### src/rtl/alu_issue_ctrl.sv
// Issue controller for the RF/ALU datapath. It accepts one R-type instruction,
// decodes it, and sequences RF read -> ALU execute/RF write -> done pulse.
//
// Handshake: an instruction transfers on a rising edge where instr_valid and
// instr_ready are both high. instr_ready is high only in IDLE. An offer made
// while the controller is busy is not consumed and may be held until accepted.
module alu_issue_ctrl #(
   parameter bit ZERO_REG_PROTECT = 1'b0,
   parameter bit TRAP_OVF         = 1'b1
) (
   input  logic        clk,
   input  logic        rst_n,
   input  logic        instr_valid,
   input  logic [31:0] instr,
   output logic        instr_ready,
   input  logic [31:0] alu_result,
   input  logic        alu_overflow,
   output logic [4:0]  rr1,
   output logic [4:0]  rr2,
   output logic [4:0]  wr,
   output logic [3:0]  op,
   output logic        mode,
   output logic [31:0] shift_amp,
   output logic        enable,
   output logic [1:0]  sel,
   output logic        done,
   output logic [31:0] result_out,
   output logic        ovf_out,
   output logic        illegal,
   output logic [1:0]  dbg_state
);

   typedef enum logic [1:0] {
      S_IDLE = 2'd0,
      S_READ = 2'd1,
      S_EXEC = 2'd2,
      S_DONE = 2'd3
   } state_t;

   state_t state_q, state_d;

   // Latched instruction fields and decode results
   logic [4:0] rs_q, rt_q, rd_q, shamt_q;
   logic [3:0] op_q;
   logic       legal_q, shift_q, addsub_q;

   // Captured completion status
   logic [31:0] result_q, result_d;
   logic        ovf_q, ovf_d;
   logic        illegal_q, illegal_d;

   // Decode of the instruction currently offered
   logic [3:0] dec_op;
   logic       dec_legal, dec_shift, dec_addsub;
   logic       accept;
   logic       wen;

   assign accept    = instr_valid && (state_q == S_IDLE);
   assign dbg_state = state_q;

   // Combinational decode of opcode/funct into ALU opcode and class flags
   always_comb begin
      dec_op     = 4'b0000;
      dec_legal  = 1'b0;
      dec_shift  = 1'b0;
      dec_addsub = 1'b0;
      if (instr[31:26] == 6'd0) begin
         case (instr[5:0])
            6'h20: begin dec_legal = 1'b1; dec_op = 4'b0000; dec_addsub = 1'b1; end
            6'h22: begin dec_legal = 1'b1; dec_op = 4'b0001; dec_addsub = 1'b1; end
            6'h24: begin dec_legal = 1'b1; dec_op = 4'b0010; end
            6'h25: begin dec_legal = 1'b1; dec_op = 4'b0011; end
            6'h00: begin dec_legal = 1'b1; dec_op = 4'b0100; dec_shift = 1'b1; end
            6'h02: begin dec_legal = 1'b1; dec_op = 4'b0101; dec_shift = 1'b1; end
            6'h03: begin dec_legal = 1'b1; dec_op = 4'b0110; dec_shift = 1'b1; end
            6'h2C: begin dec_legal = 1'b1; dec_op = 4'b0111; end
            6'h2A: begin dec_legal = 1'b1; dec_op = 4'b1000; end
            default: ;
         endcase
      end
   end

   // FSM state register
   always_ff @(posedge clk or negedge rst_n) begin
      if (!rst_n) state_q <= S_IDLE;
      else        state_q <= state_d;
   end

   // Latch instruction fields and decode on the accept edge
   always_ff @(posedge clk or negedge rst_n) begin
      if (!rst_n) begin
         rs_q     <= 5'd0;
         rt_q     <= 5'd0;
         rd_q     <= 5'd0;
         shamt_q  <= 5'd0;
         op_q     <= 4'd0;
         legal_q  <= 1'b0;
         shift_q  <= 1'b0;
         addsub_q <= 1'b0;
      end else if (accept) begin
         rs_q     <= instr[25:21];
         rt_q     <= instr[20:16];
         rd_q     <= instr[15:11];
         shamt_q  <= instr[10:6];
         op_q     <= dec_op;
         legal_q  <= dec_legal;
         shift_q  <= dec_shift;
         addsub_q <= dec_addsub;
      end
   end

   // Completion status registers, updated at the closing edge of EXEC
   always_ff @(posedge clk or negedge rst_n) begin
      if (!rst_n) begin
         result_q  <= 32'd0;
         ovf_q     <= 1'b0;
         illegal_q <= 1'b0;
      end else begin
         result_q  <= result_d;
         ovf_q     <= ovf_d;
         illegal_q <= illegal_d;
      end
   end

   // Write enable: legal, not a trapped add/sub overflow, not a protected r0
   assign wen = legal_q
              && !(TRAP_OVF && addsub_q && alu_overflow)
              && !(ZERO_REG_PROTECT && (rd_q == 5'd0));

   // Next state, status capture and datapath drives
   always_comb begin
      state_d     = state_q;
      result_d    = result_q;
      ovf_d       = ovf_q;
      illegal_d   = illegal_q;
      instr_ready = 1'b0;
      rr1         = 5'd0;
      rr2         = 5'd0;
      wr          = 5'd0;
      op          = 4'd0;
      mode        = 1'b0;
      shift_amp   = 32'd0;
      enable      = 1'b0;
      sel         = 2'd0;
      done        = 1'b0;
      case (state_q)
         S_IDLE: begin
            instr_ready = 1'b1;
            if (instr_valid) state_d = S_READ;
         end
         S_READ: begin
            // Shifts operate on ALU operand A, so rt is routed to both ports
            rr1       = shift_q ? rt_q : rs_q;
            rr2       = rt_q;
            op        = op_q;
            mode      = 1'b1;
            shift_amp = {27'd0, shamt_q};
            state_d   = S_EXEC;
         end
         S_EXEC: begin
            rr1       = shift_q ? rt_q : rs_q;
            rr2       = rt_q;
            op        = op_q;
            mode      = 1'b1;
            shift_amp = {27'd0, shamt_q};
            wr        = rd_q;
            sel       = 2'd1;
            enable    = wen;
            result_d  = alu_result;
            ovf_d     = addsub_q && alu_overflow;
            illegal_d = !legal_q;
            state_d   = S_DONE;
         end
         S_DONE: begin
            done    = 1'b1;
            state_d = S_IDLE;
         end
         default: state_d = S_IDLE;
      endcase
   end

   assign result_out = result_q;
   assign ovf_out    = ovf_q;
   assign illegal    = illegal_q;

endmodule
### config.mk
export PLATFORM = sky130hd
export DESIGN_NAME = alu_issue_ctrl
export DESIGN_NICKNAME = d
export VERILOG_FILES = /design/src/rtl/alu_issue_ctrl.sv
export SDC_FILE = /design/constraint.sdc
export NUM_CORES = 1
export LEC_CHECK = 0
export CORE_UTILIZATION = 44
export CTS_BUF_LIST = sky130_fd_sc_hd__clkbuf_4
export DETAILED_ROUTE_END_ITERATION = 10
export PLACE_DENSITY = 0.9
export RECOVER_POWER = 100
export SLEW_MARGIN = 5
export SYNTH_ARGS = -nofsm -noshare
export SYNTH_HDL_FRONTEND = slang
export SYNTH_SLANG_ARGS = --single-unit
### constraint.sdc
create_clock -name clk -period 2.3 [get_ports clk]
set_clock_uncertainty 0.15 [all_clocks]
set_input_delay 0.23 -clock clk [delete_from_list [all_inputs] [get_ports clk]]
set_output_delay 0.23 -clock clk [all_outputs]
set_load 0.03 [all_outputs]
==> flow_metrics.tcl, run 1 <==
set metrics [dict create \
    seqCellArea_um2 1580 \
    post-route-drc-count 11 \
    synth-seq-cells 63 \
    clock_path_buffers 2 \
    grt_max_degree 41 \
    syn_area_um2 3000 \
    core-area_um2 6460 \
    r2r_start "dbg_state[0]$_DFFE_PN0P_" \
    multiInputGateArea_um2 1190 \
    clock_latency_ns 0.38 \
    first_pass_iters 10 \
    h-tree-depth 3 \
    powerDensity_nw_per_um2 1430 \
    die_area_um2 7160 \
    start_util 0.465 \
    cts_tree "yes" \
    cap_violations 0 \
    start_kind "flip-flop" \
    numCtsBuffers 9 \
    cts_setup_buffers 0 \
    grt_util_all_layers 0.197 \
    slew-limit-headroom 0.0842 \
    worstRegToRegCells 4 \
    post-route-util 0.661 \
    synth_fa_ha_area_frac 0.0125 \
    violations "design-rule violations" \
    worstSetupPathType "flip-flop to output pin" \
    routed_via_density 4.79 \
    ir_worst_vdd_v 0.00122 \
    timing.fmax_mhz 455 \
    endpoint "mode" \
    vias 2176 \
    synthXorXnorAreaFrac 0.00292 \
    wl_mm 6.60 \
    final_layout_size_suffix_gt1_frac 0.220 \
    seq_area_frac_synth 0.525 \
    io_buffers 132 \
    crit_start "dbg_state[1]$_DFFE_PN0P_" \
    synth_compound_area_frac 0.0337 \
    path_clk_slew_ns 0.10 \
    min_period_ns 2.20 \
    synth_top_area_share 0.525 \
    synth_top_family_by_area "multiplexers" \
    synth.avg_cell_area_um2 12.6 \
    rrSetupSlack_ns 0.37 \
    final.setup.tns_ns 0 \
    synth-simple-area-share 0.0941 \
    grt_first_pass_wirelength_mm 10.8 \
    rsz0062_at_grt "false" \
    synth_warnings 0 \
    yosysUniqueCellTypes 29 \
    hpwl_mm 4.93 \
    drtIter0Drc 57 \
    place_congestion 0.760 \
    synth_area_leaders "dfrtp_1, mux2_2, buf_4, mux2_4, and2_1" \
    syn_inst 238 \
    routedWlPerCell_um 14.5 \
    total_power_w 0.00610 \
    antennaDiodeCount 0 \
    antenna_found_initial 0 \
    status "finished, violations left" \
    die_x_um 84.6 \
    hold_class "primary input to flip-flop" \
    finalHoldViolations 0 \
    fin_nets 444 \
    row_count 29 \
    grt_overflow 0 \
    root_buffer "clkbuf_4" \
    clock-sinks 63 \
    path_max_fanout 4 \
    ant_nets 0 \
    finalCritPeriodShare 0.955 \
    synth.area.mux_share 0.233 \
    num_io_pins 161 \
    area_growth_pct 42.1 \
    p_leak_nw 1.87 \
    slew_viol_final 0 \
    fill_cells 517 \
    cp-end-kind "output pin" \
    setup_violations 0 \
    final_cell_area_um2 4270 \
    grt_pass1_vias 2247 \
    placed_area_um2 4230 \
    whs_ns 0.280 \
    worst_pin_slew_ns 1.37 \
    chipHeight_um 84.6 \
    cp.arrival_ns 1.82 \
    reg2reg_to "rt_q[1]$_DFFE_PN0P_" \
    yosys.area.top_type "dfrtp_1" \
    worst_ep_required_time_ns 1.92 \
]
## synthesized netlist by cell type (all sizes together)
| master | count |
|---|---|
| a21oi | 3 |
| a22oi | 4 |
| a32oi | 1 |
| and2 | 19 |
| and3b | 1 |
| buf | 36 |
| clkbuf | 3 |
| conb | 1 |
| dfrtp | 63 |
| ha | 3 |
| inv | 5 |
| mux2 | 52 |
| mux2i | 7 |
| nand2 | 11 |
| nand2b | 1 |
| nand3 | 2 |
| nand3b | 1 |
| nand4 | 1 |
| nor2 | 3 |
| nor2b | 7 |
| nor3 | 3 |
| nor4 | 1 |
| o21ai | 8 |
| o31ai | 1 |
| xor2 | 1 |
## through the flow
step,std cells,setup WS [ns]
floorplan,265,0.0908
global placement,438,0.443
detailed placement,438,0.404
CTS,454,0.0662
global route,454,0.0207
finish,454,0.103
## registers in the layout (all words and copies together) (netlist names), 2 cells and up
name,count
op_q,4
rs_q,5
result_out,32
rt_q,5
dbg_state,2
shamt_q,5
rd_q,5
## cell usage in the layout (no fill, tap or decap), drive strengths merged
cell           Yosys  final
and3b              1      1
o31ai              1      1
a22oi              4      4
nor3               3      3
dlygate4sd2        0      1
nand2b             1      1
clkinvlp           0      1
mux2i              7      7
conb               1     28
nand3b             1      1
inv                5      5
o21ai              8      8
clkinv             0      3
clkdlybuf4s50      0     67
dlygate4sd3        0     38
nor4               1      1
clkbuf             3     28
ha                 3      3
nand4              1      1
a32oi              1      1
nand2             11     11
and2              19     19
buf               36     12
mux2              52     52
xor2               1      1
nand3              2      2
a21oi              3      3
nor2               3      3
dfrtp             63     63
bufinv             0      1
nor2b              7      7
## cells by family after synthesis
family                   Yosys count
flip-flops                        63
adder cells (fa/ha/maj)            3
multiplexers                      59
AND/OR/NAND/NOR                   50
other                              1
XOR/XNOR                           1
AO/OA/AOI/OAI                     17
buffers and inverters             44
## per-layer routing
layer,vias up,GRT usage,part of all wire
li1,1021,-,-
met1,1032,0.228,0.41
met2,112,0.344,0.50
met3,11,0.0541,0.081
met4,0,0.0847,0.016
met5,-,0,0
## how the worst min path moves through the flow
| stage | from | end | cells after the start | slack [ns] |
|---|---|---|---|---|
| final | instr[15] | rd_q[4]$_DFFE_PN0P_ | 2 | 0.28 |
| after floorplan | rst_n | addsub_q$_DFFE_PN0P_ | 0 | -0.22 |
| after global placement | rst_n | result_out[0]$_DFFE_PN0P_ | 1 | 0.10 |
| after CTS | rst_n | result_out[0]$_DFFE_PN0P_ | 2 | 0.19 |
| after detailed placement | rst_n | result_out[28]$_DFFE_PN0P_ | 1 | 0.11 |
| after global routing | instr[15] | rd_q[4]$_DFFE_PN0P_ | 2 | 0.27 |
## where the power goes
group / total [W] / switching [W] / internal [W] / leakage [nW]
combinational: 0.00356 / 0.00211 / 0.00145 / 1.05
sequential: 0.00184 / 0.000238 / 0.00160 / 0.756
clock: 0.000704 / 0.000374 / 0.000329 / 0.0673
## cell type report
class | instances | share of cell area
clock inverter | 5 | 0.0117
tap | 77 | 0.0226
clock buffer | 10 | 0.0176
inverter | 5 | 0.00440
sequential | 63 | 0.369
multi-input combinational | 158 | 0.279
timing repair buffer | 136 | 0.295
## critical path, cell delays in order, from the launching register on
cell             delay (ns)
dfrtp_1                0.41
inv_1                  0.08
ha_1                   0.29
clkdlybuf4s50_1        0.66
## timing repair
item / CTS / global route
hold endpoints to repair: 23 / 0
setup endpoints to repair: 1 / 0
gates resized for setup: 1 / 0
hold buffers: 1 / 0
(Power assumes the default switching activity.)
==> run 2, diff against run 1 <==
- MAX_ROUTING_LAYER: unset -> met4
==> run 2 against run 1 <==
Compared with the run above:
- the flow still finishes with violations (design-rule violations)
- die area stayed put
- first-iteration DRC count is 11% higher
- clock power is 1% higher
- hold slack worse by 0.0070 ns
- worst setup slack lost 0.012 ns
- sequential share of layout area did not move
- count of clock-buffer cells in the layout unchanged
- register-to-register slack about the same
- sequential power is essentially flat
- combinational power barely moved
- largest power group unchanged
- highest routed layer unchanged
==> flow_metrics.tcl, run 2 (synthesis gave the netlist of run 1 again) <==
set metrics [dict create \
    dp.cells 438 \
    multiInputGateArea_um2 1190 \
    path_max_fanout 4 \
    antennaDiodeCount 0 \
    die_x_um 84.6 \
    worstRegToRegCells 4 \
    ir_worst_vdd_v 0.00121 \
    rsz0062_at_grt "false" \
    final_cell_mix "clkdlybuf4s50_1, dfrtp_1, mux2_2" \
    first_pass_iters 10 \
    r2r_start "dbg_state[1]$_DFFE_PN0P_" \
    largest_reg_flops 32 \
    reg2reg_to "rt_q[1]$_DFFE_PN0P_" \
    grt_overflow 0 \
    violations "design-rule violations" \
    clock-sinks 63 \
    die_area_um2 7160 \
    final_layout_size_suffix_gt1_frac 0.220 \
    routedWlPerCell_um 14.5 \
    grt_util_all_layers 0.203 \
    h-tree-depth 3 \
    io_buffers 132 \
    clock_latency_ns 0.39 \
    finalNonFillerCells 454 \
    cts_tree "yes" \
    fin_nets 444 \
    final.setup.tns_ns 0 \
    routed_via_density 4.81 \
    hold_class "primary input to flip-flop" \
    worstSetupPathType "flip-flop to output pin" \
    numCtsBuffers 9 \
    final_common_cell "clkdlybuf4s50_1" \
    path_clk_slew_ns 0.10 \
    worst_ep_required_time_ns 1.92 \
    hold-path-cell-count 2 \
    min_period_ns 2.21 \
    antenna_found_initial 0 \
    num_io_pins 161 \
    place_congestion 0.770 \
    finalHoldViolations 0 \
    cp.arrival_ns 1.83 \
    grt_max_degree 41 \
    drtIter0Drc 63 \
    slew-limit-headroom 0.0756 \
    min-delay-start "instr[15]" \
    grt_first_pass_wirelength_mm 10.8 \
    wl_mm 6.60 \
    clock_path_buffers 2 \
    p_leak_nw 1.87 \
    post-route-util 0.661 \
    whs_endpoint "rd_q[4]$_DFFE_PN0P_" \
    grt_pass1_vias 2251 \
    cts_setup_buffers 0 \
    worst_pin_slew_ns 1.39 \
    post-route-drc-count 11 \
    fill_cells 517 \
    start_util 0.465 \
    vias 2183 \
    timing.fmax_mhz 453 \
    finalCritPeriodShare 0.960 \
    start_kind "flip-flop" \
    root_buffer "clkbuf_4" \
    core-area_um2 6460 \
    powerDensity_nw_per_um2 1430 \
    whs_ns 0.273 \
    rrSetupSlack_ns 0.37 \
    setup_violations 0 \
    seqCellArea_um2 1580 \
    status "finished, violations left" \
    slew_viol_final 0 \
    hpwl_mm 4.93 \
    cp-end-kind "output pin" \
    row_count 29 \
    area_growth_pct 42.1 \
    cap_violations 0 \
    chipHeight_um 84.6 \
    ant_nets 0 \
]
==> run 2: metrics by stage <==
stage / area, um2 / setup slack, ns / total power [W]
6_report: 4270 / 0.0914 / 0.00610
5_1_grt: 4270 / 0.0207 / 0.00647
4_1_cts: 4370 / 0.0662 / 0.00655
3_5_place_dp: 4230 / 0.404 / 0.00584
3_3_place_gp: 4230 / 0.443 / 0.00574
2_1_floorplan: 3110 / 0.0908 / 0.00438
==> run 2: layout make-up <==
| cell class | instances | share of cell area |
|---|---|---|
| Sequential cell | 63 | 0.369 |
| Timing Repair Buffer | 136 | 0.295 |
| Clock buffer | 10 | 0.0176 |
| Clock inverter | 5 | 0.0117 |
| Multi-Input combinational cell | 158 | 0.279 |
| Inverter | 5 | 0.00440 |
| Tap cell | 77 | 0.0226 |
==> run 2: timing repair <==
action	CTS	global route
hold endpoints to repair	23	0
setup endpoints to repair	1	0
resized for setup	1	0
hold buffers	1	0
==> run 2: how the worst max path moves through the flow <==
stage	start	end	slack, ns	depth (start not counted)
finish	dbg_state[1]$_DFFE_PN0P_	mode	0.09	3
global placement	dbg_state[0]$_DFFE_PN0P_	instr_ready	0.44	3
CTS	dbg_state[1]$_DFFE_PN0P_	mode	0.07	3
detailed placement	dbg_state[0]$_DFFE_PN0P_	instr_ready	0.40	3
global route	dbg_state[1]$_DFFE_PN0P_	mode	0.02	3
floorplan	dbg_state[0]$_DFFE_PN0P_	rr1[0]	0.09	4
==> run 2: power by group <==
part | internal [W] | switching, W | total [W]
logic | 0.00145 | 0.00210 | 0.00355
clock network | 0.000329 | 0.000383 | 0.000712
registers | 0.00160 | 0.000238 | 0.00184
total | 0.00338 | 0.00272 | 0.00610
==> run 2: worst max-delay path: stages (launching register included) <==
cell and delay, ns:
dfrtp_1 0.41, inv_1 0.08, ha_1 0.29, clkdlybuf4s50_1 0.66
==> run 2: metal layers <==
| layer | vias up | track usage | wire length [um] |
|---|---|---|---|
| li1 | 1024 | - | - |
| met1 | 1032 | 0.228 | 2720 |
| met2 | 115 | 0.348 | 3280 |
| met3 | 12 | 0.0472 | 485 |
| met4 | 0 | 0.0847 | 115 |
| met5 | - | - | 0 |
